## config.mk

```make
export PLATFORM = sky130hd
export DESIGN_NAME = yaw_integrator
export DESIGN_NICKNAME = d
export VERILOG_FILES = /design/src/rtl/yaw_integ_pkg.sv /design/src/rtl/yaw_offset_cal.sv /design/src/rtl/yaw_integrator.sv
export SDC_FILE = /design/constraint.sdc
export NUM_CORES = 1
export LEC_CHECK = 0
export BUFFER_PORTS_ARGS = -buffer_cell sky130_fd_sc_hd__buf_2
export CAP_MARGIN = 40
export CORE_ASPECT_RATIO = 1.1
export CORE_MARGIN = 2
export CORE_UTILIZATION = 63
export DETAILED_ROUTE_END_ITERATION = 16
export PLACE_DENSITY = 0.82
export SLEW_MARGIN = 40
export SYNTH_ARGS = -nofsm -noshare
export SYNTH_HDL_FRONTEND = slang
export SYNTH_HIERARCHICAL = 1
export SYNTH_SLANG_ARGS = --single-unit
```

## constraint.sdc

```tcl
create_clock -name clk -period 7.05 [get_ports clk]
set_input_delay 1.41 -clock clk [delete_from_list [all_inputs] [get_ports clk]]
set_output_delay 1.41 -clock clk [all_outputs]
set_load 0.02 [all_outputs]
```

## src/rtl/yaw_integ_pkg.sv

```systemverilog
// Purpose : shared types and constants for the yaw integrator block.
// Latency : n/a (package only).
// Backpr. : n/a (package only).
package yaw_integ_pkg;

  typedef enum logic [1:0] {
    IDLE = 2'd0,
    CAL  = 2'd1,
    RUN  = 2'd2
  } state_t;

  localparam int CAL_SAMPLES_FAST = 16;
  localparam int CAL_SAMPLES_FULL = 2048;
  localparam int DEADBAND         = 8;
  localparam int HACC_W           = 24;
  localparam int CAL_SUM_W        = 27;
  localparam int CAL_CNT_W        = 11;

  // Clamp a 17-bit signed difference into the 16-bit signed range.
  // Overflow shows up as the two top bits disagreeing.
  function automatic logic [15:0] sat16(input logic [16:0] v);
    logic [15:0] r;
    if (v[16] != v[15]) begin
      r = v[16] ? 16'h8000 : 16'h7FFF;
    end else begin
      r = v[15:0];
    end
    return r;
  endfunction

endpackage

```

## src/rtl/yaw_offset_cal.sv

```systemverilog
// Purpose : zero-rate offset calibration; averages N yaw samples (N = 16 or 2048).
// Latency : offset and done strobe register one cycle after the Nth sample;
//           last is combinational on the Nth sample.
// Backpr. : none; every smp_vld is consumed.
// Ports   : clk, rst (sync, active-high), clr (restart calibration),
//           smp_vld / yaw_rt (calibration sample), offset (16-bit signed),
//           last (Nth sample this cycle), done (1-cycle pulse after last).
module yaw_offset_cal
  import yaw_integ_pkg::*;
#(
  parameter int FAST_SIM = 1
) (
  input  logic        clk,
  input  logic        rst,
  input  logic        clr,
  input  logic        smp_vld,
  input  logic [15:0] yaw_rt,
  output logic [15:0] offset,
  output logic        last,
  output logic        done
);

  localparam int N     = (FAST_SIM != 0) ? CAL_SAMPLES_FAST : CAL_SAMPLES_FULL;
  localparam int SHIFT = $clog2(N);

  logic signed [CAL_SUM_W-1:0] r_sum;
  logic [CAL_CNT_W-1:0]        r_cnt;
  logic [15:0]                 r_offset;
  logic                        r_done;

  logic signed [CAL_SUM_W-1:0] w_sum_nxt;
  logic signed [CAL_SUM_W-1:0] w_quot;
  logic                        w_last;

  assign w_sum_nxt = r_sum + $signed({{(CAL_SUM_W-16){yaw_rt[15]}}, yaw_rt});
  // Arithmetic shift gives floor division, so negative offsets round toward -inf.
  assign w_quot    = w_sum_nxt >>> SHIFT;
  assign w_last    = smp_vld && (r_cnt == CAL_CNT_W'(N - 1));

  always_ff @(posedge clk) begin
    if (rst) begin
      r_sum    <= '0;
      r_cnt    <= '0;
      r_offset <= '0;
      r_done   <= 1'b0;
    end else begin
      r_done <= 1'b0;
      if (clr) begin
        r_sum <= '0;
        r_cnt <= '0;
      end else if (smp_vld) begin
        if (w_last) begin
          r_offset <= w_quot[15:0];
          r_done   <= 1'b1;
          r_sum    <= '0;
          r_cnt    <= '0;
        end else begin
          r_sum <= w_sum_nxt;
          r_cnt <= r_cnt + CAL_CNT_W'(1);
        end
      end
    end
  end

  assign offset = r_offset;
  assign last   = w_last;
  assign done   = r_done;

endmodule

```

## src/rtl/yaw_integrator.sv

```systemverilog
// Purpose : calibrates gyro zero-rate offset, integrates corrected yaw rate into a
//           12-bit heading, and nudges heading on guardrail (lftIR/rghtIR) hits.
// Latency : rdy and heading update one cycle after each RUN vld; cal_done one cycle
//           after the Nth calibration vld.
// Backpr. : none; every vld is consumed (back-to-back vld supported).
// Ports   : clk, rst (sync, active-high), strt_cal, vld, yaw_rt[15:0], moving,
//           lftIR, rghtIR -> cal_done, rdy, heading[11:0].
// Config  : define YAW_DEADBAND_EN to zero |comp| <= DEADBAND before integrating.
module yaw_integrator
  import yaw_integ_pkg::*;
#(
  parameter int FAST_SIM    = 1,
  parameter int FUSION_GAIN = 256
) (
  input  logic        clk,
  input  logic        rst,
  input  logic        strt_cal,
  input  logic        vld,
  input  logic [15:0] yaw_rt,
  input  logic        moving,
  input  logic        lftIR,
  input  logic        rghtIR,
  output logic        cal_done,
  output logic        rdy,
  output logic [11:0] heading
);

  state_t              r_state;
  state_t              w_state_nxt;
  logic [HACC_W-1:0]   r_hacc;
  logic                r_rdy;

  logic                w_cal_smp;
  logic                w_run_smp;
  logic                w_cal_last;
  logic                w_cal_done;
  logic [15:0]         w_offset;
  logic [16:0]         w_diff;
  logic [15:0]         w_comp_sat;
  logic [15:0]         w_comp;
  logic [HACC_W-1:0]   w_fuse;
  logic [HACC_W-1:0]   w_hacc_nxt;

  // strt_cal takes priority: a vld in the same cycle is dropped.
  assign w_cal_smp = vld && !strt_cal && (r_state == CAL);
  assign w_run_smp = vld && !strt_cal && (r_state == RUN);

  yaw_offset_cal #(
    .FAST_SIM (FAST_SIM)
  ) u_cal (
    .clk     (clk),
    .rst     (rst),
    .clr     (strt_cal),
    .smp_vld (w_cal_smp),
    .yaw_rt  (yaw_rt),
    .offset  (w_offset),
    .last    (w_cal_last),
    .done    (w_cal_done)
  );

  always_ff @(posedge clk) begin
    if (rst) begin
      r_state <= IDLE;
    end else begin
      r_state <= w_state_nxt;
    end
  end

  always_comb begin
    w_state_nxt = r_state;
    if (strt_cal) begin
      w_state_nxt = CAL;
    end else begin
      case (r_state)
        CAL:     if (w_cal_last) w_state_nxt = RUN;
        default: w_state_nxt = r_state;
      endcase
    end
  end

  assign w_diff     = {yaw_rt[15], yaw_rt} - {w_offset[15], w_offset};
  assign w_comp_sat = sat16(w_diff);

`ifdef YAW_DEADBAND_EN
  localparam logic signed [15:0] DB_POS = 16'(DEADBAND);
  localparam logic signed [15:0] DB_NEG = -16'(DEADBAND);
  assign w_comp = (($signed(w_comp_sat) <= DB_POS) && ($signed(w_comp_sat) >= DB_NEG))
                  ? 16'h0000 : w_comp_sat;
`else
  assign w_comp = w_comp_sat;
`endif

  // Exactly one guardrail active pulls the heading away from that side;
  // both or neither is treated as no information.
  always_comb begin
    w_fuse = '0;
    case ({lftIR, rghtIR})
      2'b10:   w_fuse = -HACC_W'(FUSION_GAIN);
      2'b01:   w_fuse =  HACC_W'(FUSION_GAIN);
      default: w_fuse = '0;
    endcase
  end

  // Modulo-2^24 wrap is intentional: heading rolls +180 -> -180.
  assign w_hacc_nxt = r_hacc + {{(HACC_W-16){w_comp[15]}}, w_comp} + w_fuse;

  always_ff @(posedge clk) begin
    if (rst) begin
      r_hacc <= '0;
      r_rdy  <= 1'b0;
    end else begin
      r_rdy <= w_run_smp;
      if (w_cal_last) begin
        r_hacc <= '0;
      end else if (w_run_smp && moving) begin
        r_hacc <= w_hacc_nxt;
      end
    end
  end

  assign rdy      = r_rdy;
  assign cal_done = w_cal_done;
  assign heading  = r_hacc[HACC_W-1 -: 12];

endmodule

```

==> metrics.md, run 1 <==
| Metric | Value |
|---|---|
| Status | completed |
| Reg2Reg Depth | 22 |
| Synth area leader | dfxtp_1 |
| Reg2reg end | r_hacc[17] |
| CP Class | input port to flip-flop |
| # setup viols final | 0 |
| Slew Limit Fails | 0 |
| #FFs+latches synth | 75 |
| Die Area | ~11,000 um^2 |
| Initial DRT Pass Iterations | 7 |
| Starting DRT DRC Count | 287 |
| Min Tclk post-route | 5940 ps |
| R2r setup slk | 1970 ps |
| Via count | 5,691 |
| Setup_tns | 0 ps |
| CP endpoint | r_hacc[17] |
| Worst Setup Start Kind | input port |
| Data required, critical path | 7330 ps |
| Syn Area/Cell | 8.01 um^2 |
| Seq/Total Area, Yosys | 0.233 |
| Most crowded layer after global routing | met2 |
| Placer Congestion | 0.895 |
| Via density | approximately 6 |
| Root buf cell | clkbuf_8 |
| Critical path origin | yaw_rt[0] |
| # port buffers | 36 |
| Sinks on Clock Net | 75 |
| Mapped Nets | 914 |
| Element type at the critical path end | flip-flop |
| Main synth FF type | dfxtp_1 |
| Reg2reg start | u_cal/offset[0] |
| Fin crit share | 0.843 |
| Slowest cell on the critical path | nor2_2 |
| PD cells | ~160 nW/um^2 |
| Crit-path most repeated cell | ha_1 |
| Largest net degree at the start of global routing | 32 |
| Insertion delay to the later sink of the worst-skew pair | 380 ps |
| Initial antenna violation count | 0 |
| CTS resizes | 0 |
| Met2 Use GR | 0.540 |
| Hpwl dp | 11.7 mm |
| Vias in the first global route | between 5,000 and 6,000 |
| Worst-path cell chain | buf_2, inv_1, ha_1, fa_1, nor2b_4, o31a_1, o22ai_4, o211ai_4, nor3b_2, mux2i_1, nor2_2, o21ai_1, ha_1, ha_1, inv_1, fa_1, and2b_1, o2111ai_1, a21oi_2, o21ai_1, a21boi_1, o211ai_1, and4_1, o31ai_1 |
| H-Tree Depth | 3 |
| Core ar. | about 9900 um^2 |
| Post-CTS setup repair buffer count | 0 |
| Routed WL | 15.2 mm |
| Maximum vdd ir drop | 0.0000980 V |
| GR Layer Usage met1 | 0.324 |
| Worst-path fanout max | 13 |
| Post-route ant nets | 0 |
| FP Rows | 38 |
| IO Pins | 37 |
| Max-slew headroom | 0.468 |
| Peak Freq | 0.168 GHz |
| Layout cells sized above 1 | 0.0943 |
| Final routed DRC violation total | 0 |
| CTS tree | yes |
| Area Overhead vs Synth | 5.72% |
| Total power | 0.00107 W |
| Die height | 110 um |
| Ant diodes | 0 |
| Syn. warnings | 6 |
| Static leakage power | 3.04 nW |
| Asr flop ratio synth | 0 |
| Fin. Hold Viols | 0 |
| Synth Instances | 806 |
| Unrepaired setup endpoints after global routing | false |
| CTS hold repair buffers | 0 |
| Post-synth EDFFs | 0 |
| Reg clk slew, reported paths | approximately 90 ps |
| Grt met3 use | 0.0391 |
| CTS Buffer Depth | 2 |
| GRT Total Usage | 0.288 |
| Synth unique cells | 73 |
| Worst slew pin tran | between 700 and 800 ps |
| First-pass GRT wire length | 25.3 mm |
| Synthesized area | 6460 um^2 |
| Hold crit path type | flip-flop to flip-flop |
| Yosys top cell area share | 0.233 |
| Width of the die | 101 um |
| Max incr delay on CP | about 400 ps |
| TritonCTS buffer count | 9 |
| Clk_skew | 17.5 ps |
| Congestion Overflow GR | 0 |
| Effective utilization at floorplan | 0.650 |
| Max-Cap Viols | 0 |
| Crit path arrival time | around 6200 ps |
| Routed len/inst | 16.1 um |
| Dominant cells by area after synthesis | dfxtp_1 (23%), ha_1 (13%), fa_1 (5.6%) |
| Nets | 930 |
==> registers in the layout, indices dropped and copies added, names as in the netlist <==
signal and flops:
u_cal/offset 16, u_cal/r_cnt 11, r_state 2, u_cal/done 1, r_hacc 24, rdy 1, u_cal/r_sum 20
==> worst max-delay path, delay by kind of cell <==
kind	cells	cell delay, ps
AOI/OAI and AO/OA	10	2050
adders and majority gates	5	1280
buffers and inverters	3	230
muxes	1	120
and+or+nand+nor	5	1120
==> layout by cell type (no fill, tap or decap), types with 12 or more instances in the layout <==
| master | netlist | final |
|---|---|---|
| o21ai_1 | 17 | 17 |
| dfxtp_1 | 75 | 75 |
| buf_2 | 0 | 36 |
| o21a_1 | 12 | 12 |
| nor2_1 | 51 | 50 |
| inv_1 | 81 | 81 |
| nand2_1 | 82 | 81 |
| xnor2_1 | 25 | 25 |
| ha_1 | 67 | 67 |
| xor2_1 | 28 | 28 |
| o21ai_0 | 23 | 23 |
| nand3_1 | 23 | 23 |
| fa_1 | 18 | 18 |
| a21oi_1 | 67 | 67 |
| nor3_1 | 16 | 16 |
| a21o_1 | 27 | 27 |
| nand2b_1 | 15 | 15 |
==> stage by stage <==
stage               cell area [um^2]  utilization  hold slack [ps]  worst slack (ps)  instances
finish                          6830        0.687              453              1110        947
global route                    6830        0.687              469               776        947
CTS                             6820        0.687              459              1160        947
detailed placement              6610        0.665              447               775        931
global placement                6610        0.665              441               923        931
floorplan                       6460            -              429              1340        806
==> power by group <==
group / total [W] / internal (W) / switching (W)
sequential: 0.000426 / 0.000425 / 0.00000130
clock: 0.000360 / 0.000170 / 0.000190
combinational: 0.000288 / 0.000116 / 0.000172
total: 0.00107 / 0.000711 / 0.000363
==> cell families after synthesis <==
logic type,Yosys count,synth area share
buffers and inverters,113,0.0758
AOI/OAI and AO/OA,215,0.224
muxes,7,0.0109
and+or+nand+nor,258,0.200
adders and majority gates,85,0.186
DFF,75,0.233
xor gates and xnor gates,53,0.0719
==> layout make-up <==
cell class              count  area [um^2]
clock buffers               9          124
clock inverters             7         86.3
fillers                   850         3110
inverters                  81          304
multi-input cells         618         4470
flip-flops and latches     75         1500
well taps                 120          150
repair buffers             37          188
==> cell usage after synthesis, drive strengths merged (4+ instances only) <==
| library cell | count |
|---|---|
| clkbuf | 15 |
| a21o | 27 |
| o21bai | 5 |
| or3 | 9 |
| and2 | 4 |
| dfxtp | 75 |
| xnor2 | 25 |
| nor2 | 52 |
| nand2b | 15 |
| a31oi | 5 |
| and3 | 6 |
| o21ai | 40 |
| o31ai | 7 |
| o211ai | 4 |
| o21a | 12 |
| nand2 | 83 |
| nor2b | 10 |
| a22oi | 4 |
| or2 | 4 |
| nand3 | 23 |
| xor2 | 28 |
| nor3b | 6 |
| a211oi | 10 |
| a21oi | 70 |
| nor3 | 16 |
| a22o | 7 |
| a21boi | 5 |
| nor4 | 7 |
| buf | 16 |
| nand4 | 10 |
| fa | 18 |
| inv | 81 |
| mux2i | 7 |
| ha | 67 |
==> how the worst min path moves through the flow <==
stage,from,end,slack (ps),cells after the start
after floorplan,u_cal/r_sum[10],u_cal/r_sum[10],430,2
after global placement,r_hacc[8],r_hacc[8],440,2
after detailed placement,u_cal/offset[10],u_cal/offset[10],450,2
after CTS,u_cal/offset[10],u_cal/offset[10],460,2
after global routing,r_hacc[8],r_hacc[8],470,2
final,u_cal/offset[10],u_cal/offset[10],450,2
==> routing by layer <==
layer / vias up / part of all wire
met5: - / 0
met4: 0 / 0.027
met3: 40 / 0.052
met2: 178 / 0.52
met1: 2633 / 0.40
li1: 2840 / -
No activity file was read; power rests on OpenSTA's default activity.
==> run 2, diff against run 1 <==
Clock period 7.05 ns to 5.8 ns, I/O delays scaled along.
==> metrics.md, run 2 (synthesis results as in run 1) <==
| Metric | Value |
|---|---|
| Status | completed |
| Flop pwr share | 0.394 |
| CTS hold repair buffers | 0 |
| Clock Power Share | 0.335 |
| Initial DRT Pass Iterations | 6 |
| Max FFs per register | 24 |
| Reg2Reg Depth | 20 |
| Largest net degree at the start of global routing | 32 |
| Net Switching | around 0.00045 W |
| Unrepaired setup endpoints after global routing | false |
| Reg2reg start | u_cal/offset[9] |
| Width of the die | 101 um |
| Critical path origin | yaw_rt[0] |
| Worst slew pin tran | 755 ps |
| Root buf cell | clkbuf_8 |
| Via count | 5,745 |
| Fin. Hold Viols | 0 |
| Final routed DRC violation total | 0 |
| Reg with most FFs | r_hacc |
| PD cells | 192 nW/um^2 |
| Max-slew headroom | 0.494 |
| Initial antenna violation count | 0 |
| Starting DRT DRC Count | 255 |
| Maximum vdd ir drop | 0.000134 V |
| Routed len/inst | 16.0 um |
| Cell count after placement | ~940 |
| Placer Congestion | 0.950 |
| Crit path arrival time | 5740 ps |
| Sinks on Clock Net | 75 |
| Min Tclk post-route | 5500 ps |
| Vias in the first global route | 5,694 |
| Setup_tns | 0 ps |
| Slew Limit Fails | 0 |
| Net Sw Frac | 0.339 |
| CTS resizes | 0 |
| Commonest non-fill, non-tap cells in the layout | nand2_1 (81), inv_1 (80), dfxtp_1 (75) |
| Hold crit path type | flip-flop to flip-flop |
| Layout cells sized above 1 | 0.0987 |
| Insertion delay to the later sink of the worst-skew pair | roughly 380 ps |
| Static leakage power | 3.05 nW |
| Die Area | 11,100 um^2 |
| Final WS setup | between 300 and 400 ps |
| # port buffers | 36 |
| GRT Total Usage | 0.289 |
| Die height | 110 um |
| CTS tree | yes |
| Commonest non-fill, non-tap cell in the layout | nand2_1 |
| Max-Cap Viols | 0 |
| Fin crit share | 0.948 |
| CP Class | input port to flip-flop |
| Clk_skew | 9.06 ps |
| Worst Setup Start Kind | input port |
| Post-placement setup slack | -53.0 ps |
| Element type at the critical path end | flip-flop |
| # setup viols final | 0 |
| Core ar. | 9940 um^2 |
| Core Util, Final | 0.690 |
| First-pass GRT wire length | 25.2 mm |
| IO Pins | 37 |
| FP Rows | 38 |
| R2r setup slk | between 900 and 1000 ps |
| Total power | 0.00131 W |
| H-Tree Depth | 3 |
| Post-route ant nets | 0 |
| Effective utilization at floorplan | 0.650 |
| Reg clk slew, reported paths | 90 ps |
| Peak Freq | 0.182 GHz |
| Via density | a little over 6 |
| Routed WL | 15.2 mm |
| Combinational Power Share | 0.271 |
| Hpwl dp | 11.7 mm |
| CP endpoint | r_hacc[22] |
| Area Overhead vs Synth | 6.14% |
| TritonCTS buffer count | 9 |
| Nets | 934 |
| Ant diodes | 0 |
| Data required, critical path | 6050 ps |
| Post-CTS setup repair buffer count | 0 |
| Internal Power | 0.000869 W |
| Worst-path fanout max | 8 |
| Congestion Overflow GR | 0 |
| Reg2reg end | r_hacc[22] |
| CTS Buffer Depth | 2 |
| Fin cells | around 950 |
-- run 2: cell count changes in the layout (fill, tap and decap cells not counted), sizes merged --
cell | previous run | this run
buf | 37 | 41
-- run 2: worst min path at each step --
stage / cells after the start / startpoint / slack [ps] / end
finish: 2 / u_cal/offset[8] / 460 / u_cal/offset[8]
detailed placement: 2 / u_cal/offset[8] / 450 / u_cal/offset[8]
CTS: 2 / u_cal/offset[8] / 460 / u_cal/offset[8]
floorplan: 2 / u_cal/r_sum[10] / 430 / u_cal/r_sum[10]
global placement: 2 / u_cal/offset[8] / 440 / u_cal/offset[8]
global route: 2 / r_hacc[8] / 470 / r_hacc[8]
-- run 2: final cells by class --
type | instances | area (um^2)
repair buffers | 41 | 218
well taps | 120 | 150
fillers | 827 | 3080
clock inverters | 7 | 83.8
multi-input cells | 618 | 4470
clock buffers | 9 | 124
inverters | 81 | 304
flip-flops and latches | 75 | 1500
-- run 2: metrics by stage --
| stage | cell area (um^2) | hold slack (ps) |
|---|---|---|
| floorplan | 6460 | 429 |
| global placement | 6640 | 441 |
| detailed placement | 6640 | 447 |
| CTS | 6850 | 458 |
| global route | 6850 | 471 |
| finish | 6850 | 457 |
-- run 2: power groups by stage --
stage | clock [W] | sequential (W) | combinational, W
global placement | 0 | 0.000530 | 0.000338
global route | 0.000470 | 0.000519 | 0.000397
CTS | 0.000449 | 0.000518 | 0.000352
finish | 0.000440 | 0.000518 | 0.000356
floorplan | 0 | 0.000530 | 0.000268
detailed placement | 0 | 0.000530 | 0.000349
-- run 2: metal layers --
metal / part of all wire / up-vias / wire length [um] / GRT usage
li1: - / 2854 / - / -
met3: 0.049 / 27 / 748 / 0.0498
met1: 0.41 / 2698 / 6290 / 0.328
met5: 0 / - / 0 / 0
met2: 0.51 / 166 / 7770 / 0.534
met4: 0.026 / 0 / 388 / 0.119
-- run 2: worst max-delay path: stages --
cell	delay [ps]
buf_2	110
inv_1	40
ha_1	220
fa_1	450
nor2b_4	140
o31a_1	230
o22ai_4	130
o211ai_4	250
nor3b_2	70
mux2i_1	210
nor2_2	130
o21a_1	220
fa_1	480
inv_1	50
ha_1	310
and3_1	190
o31ai_1	400
a31oi_1	150
a211o_1	330
o211ai_1	220
xor2_1	170
a21oi_1	80
==> run 3, diff against run 2 <==
Settings changed: ABC_AREA set to 1, PLACE_DENSITY 0.82 to not set, PLACE_DENSITY_LB_ADDON set to 0.12.
==> metrics.md, run 3 <==
| Metric | Value |
|---|---|
| Max FFs per register | 24 |
| Max-slew headroom | 0.458 |
| PD cells | roughly 200 nW/um^2 |
| Synth area leader | dfxtp_1 |
| Main synth FF type | dfxtp_1 |
| Congestion Overflow GR | 0 |
| Post-synth EDFFs | 0 |
| Setup_tns | 0 ps |
| Total area of sequential cells | 1500 um^2 |
| Seq/Total Area, Yosys | 0.216 |
| Routed WL | 16.2 mm |
| Ant diodes | 0 |
| Reg clk slew, reported paths | 60 ps |
| # setup viols final | 0 |
| Post-CTS setup repair buffer count | 0 |
| Syn Area/Cell | 6.43 um^2 |
| Core ar. | between 10,000 and 15,000 um^2 |
| Commonest non-fill, non-tap cells in the layout | nand2_1 (274), inv_1 (199), a21oi_1 (105) |
| Sinks on Clock Net | 75 |
| # port buffers | 36 |
| Crit-path most repeated cell | nand2_1 |
| Synth unique cells | 43 |
| GRT Total Usage | 0.283 |
| Max-Cap Viols | 0 |
| Slowest cell on the critical path | a21boi_1 |
| CP Class | input port to flip-flop |
| TritonCTS buffer count | 9 |
| Die height | 114 um |
| Asr flop ratio synth | 0 |
| Synthesized area | 6950 um^2 |
| Most frequent cells after synthesis | nand2_1 (274), inv_1 (200), a21oi_1 (105) |
| CTS Buffer Depth | 2 |
| Largest net degree at the start of global routing | 29 |
| Placer Congestion | roughly 0.90 |
| Effective utilization at floorplan | 0.640 |
| Post-route ant nets | 0 |
| Crit path arrival time | 5370 ps |
| Reg with most FFs | r_hacc |
| Dominant cells by area after synthesis | dfxtp_1 (22%), nand2_1 (15%), ha_1 (12%) |
| Fin crit share | 0.884 |
| Starting DRT DRC Count | 294 |
| FP Rows | 40 |
| H-Tree Depth | 3 |
| CTS tree | yes |
| Critical path buffers and inverters | 5 |
| Width of the die | 104 um |
| Worst Setup Start Kind | input port |
| Initial DRT Pass Iterations | 7 |
| Worst slew pin tran | 811 ps |
| Routed len/inst | 12.9 um |
| Fin. Hold Viols | 0 |
| Core Util, Final | 0.685 |
| Yosys top cell area share | 0.216 |
| Syn. warnings | 6 |
| Kind of cell adding the most delay to the critical path | adder cells |
| First-pass GRT wire length | around 27 mm |
| Worst-path fanout max | 13 |
| Layout cells sized above 1 | 0.0650 |
| Via count | 6,584 |
| Data required, critical path | 6040 ps |
| Status | completed |
| Max incr delay on CP | about 440 ps |
| Clk_skew | 9.80 ps |
| Peak Freq | 0.195 GHz |
| Via density | 5.25 |
| Hold crit path type | flip-flop to flip-flop |
| Element type at the critical path end | flip-flop |
| Maximum vdd ir drop | 0.000112 V |
| Mapped Nets | approximately 1,200 |
| Area Overhead vs Synth | 7.02% |
| Min Tclk post-route | 5130 ps |
| Final routed DRC violation total | 0 |
| Nets | approximately 1,200 |
| Initial antenna violation count | 0 |
| Commonest non-fill, non-tap cell in the layout | nand2_1 |
| Static leakage power | 4.03 nW |
| CTS resizes | 0 |
| IO Pins | 37 |
| R2r setup slk | 1320 ps |
| Unrepaired setup endpoints after global routing | false |
| Slew Limit Fails | 0 |
| Root buf cell | clkbuf_16 |
| Vias in the first global route | 6,233 |
| Hpwl dp | between 10 and 15 mm |
| Synth Instances | 1,081 |
| Fill cell count | 1,044 |
| Die Area | 11,900 um^2 |
| Insertion delay to the later sink of the worst-skew pair | 350 ps |
| Area of the multi-input gates | 4500 um^2 |
| Cell with the most instances after synthesis | nand2_1 |
| CTS hold repair buffers | 0 |
| #FFs+latches synth | 75 |
## run 3: cells by family after synthesis
group,Yosys count,share of synthesized area
AND/OR/NAND/NOR,465,0.285
XOR/XNOR,34,0.0428
buffers and inverters,233,0.137
flip-flops,75,0.216
adder cells (fa/ha/maj),85,0.172
AO/OA/AOI/OAI,189,0.147
## run 3: layout make-up
class	count	area share
Tap cell	147	0.0247
Clock inverter	4	0.00454
Clock buffer	12	0.0331
Inverter	206	0.105
Timing Repair Buffer	38	0.0262
Multi-Input combinational cell	773	0.605
Sequential cell	75	0.202
## run 3: per-layer routing
metal	vias up	wire, um	part of all wire	GRT usage
li1	3461	-	-	-
met3	40	558	0.034	0.0296
met5	-	0	0	0
met4	0	451	0.028	0.118
met2	125	8240	0.51	0.537
met1	2958	6950	0.43	0.323
## run 3: through the flow
step	setup slack, ps	instance area [um^2]	total power [W]	cells	hold WS [ps]
final	670	7440	0.00145	1255	471
after global routing	229	7440	0.00153	1255	492
after CTS	699	7440	0.00146	1255	470
after detailed placement	356	7160	0.000916	1239	460
after global placement	397	7160	0.000911	1239	458
after floorplan	1010	6950	0.000826	1081	445
## run 3: worst register-to-register path, cell delays in order, from the launching register on
cell,delay (ps)
dfxtp_1,320
ha_1,220
fa_1,410
inv_1,70
nand2_1,40
nand2_1,90
nand3_2,90
nand2_2,120
nand2_2,70
nand3_1,100
nand2_2,80
inv_2,260
nand3_4,210
a21oi_1,220
ha_1,270
ha_1,360
a21oi_1,190
a21boi_1,440
o21ai_0,330
nand2_1,170
nand2_1,60
nand2_1,70
nand3_1,80
nand2_1,80
inv_1,30
## run 3: report_power, final
part           switching [W]  internal, W  leakage (nW)  total, W
registers         0.00000139     0.000517         0.604  0.000519
logic               0.000257     0.000135          3.29  0.000392
clock network       0.000237     0.000305         0.133  0.000542
## run 3: worst paths after layout
path / cells past startpoint / from / end
max: 26 / yaw_rt[0] / r_hacc[12]
min: 2 / u_cal/r_sum[9] / u_cal/r_sum[9]
max reg2reg: 24 / u_cal/offset[0] / r_hacc[12]
min reg2reg: 2 / u_cal/r_sum[9] / u_cal/r_sum[9]
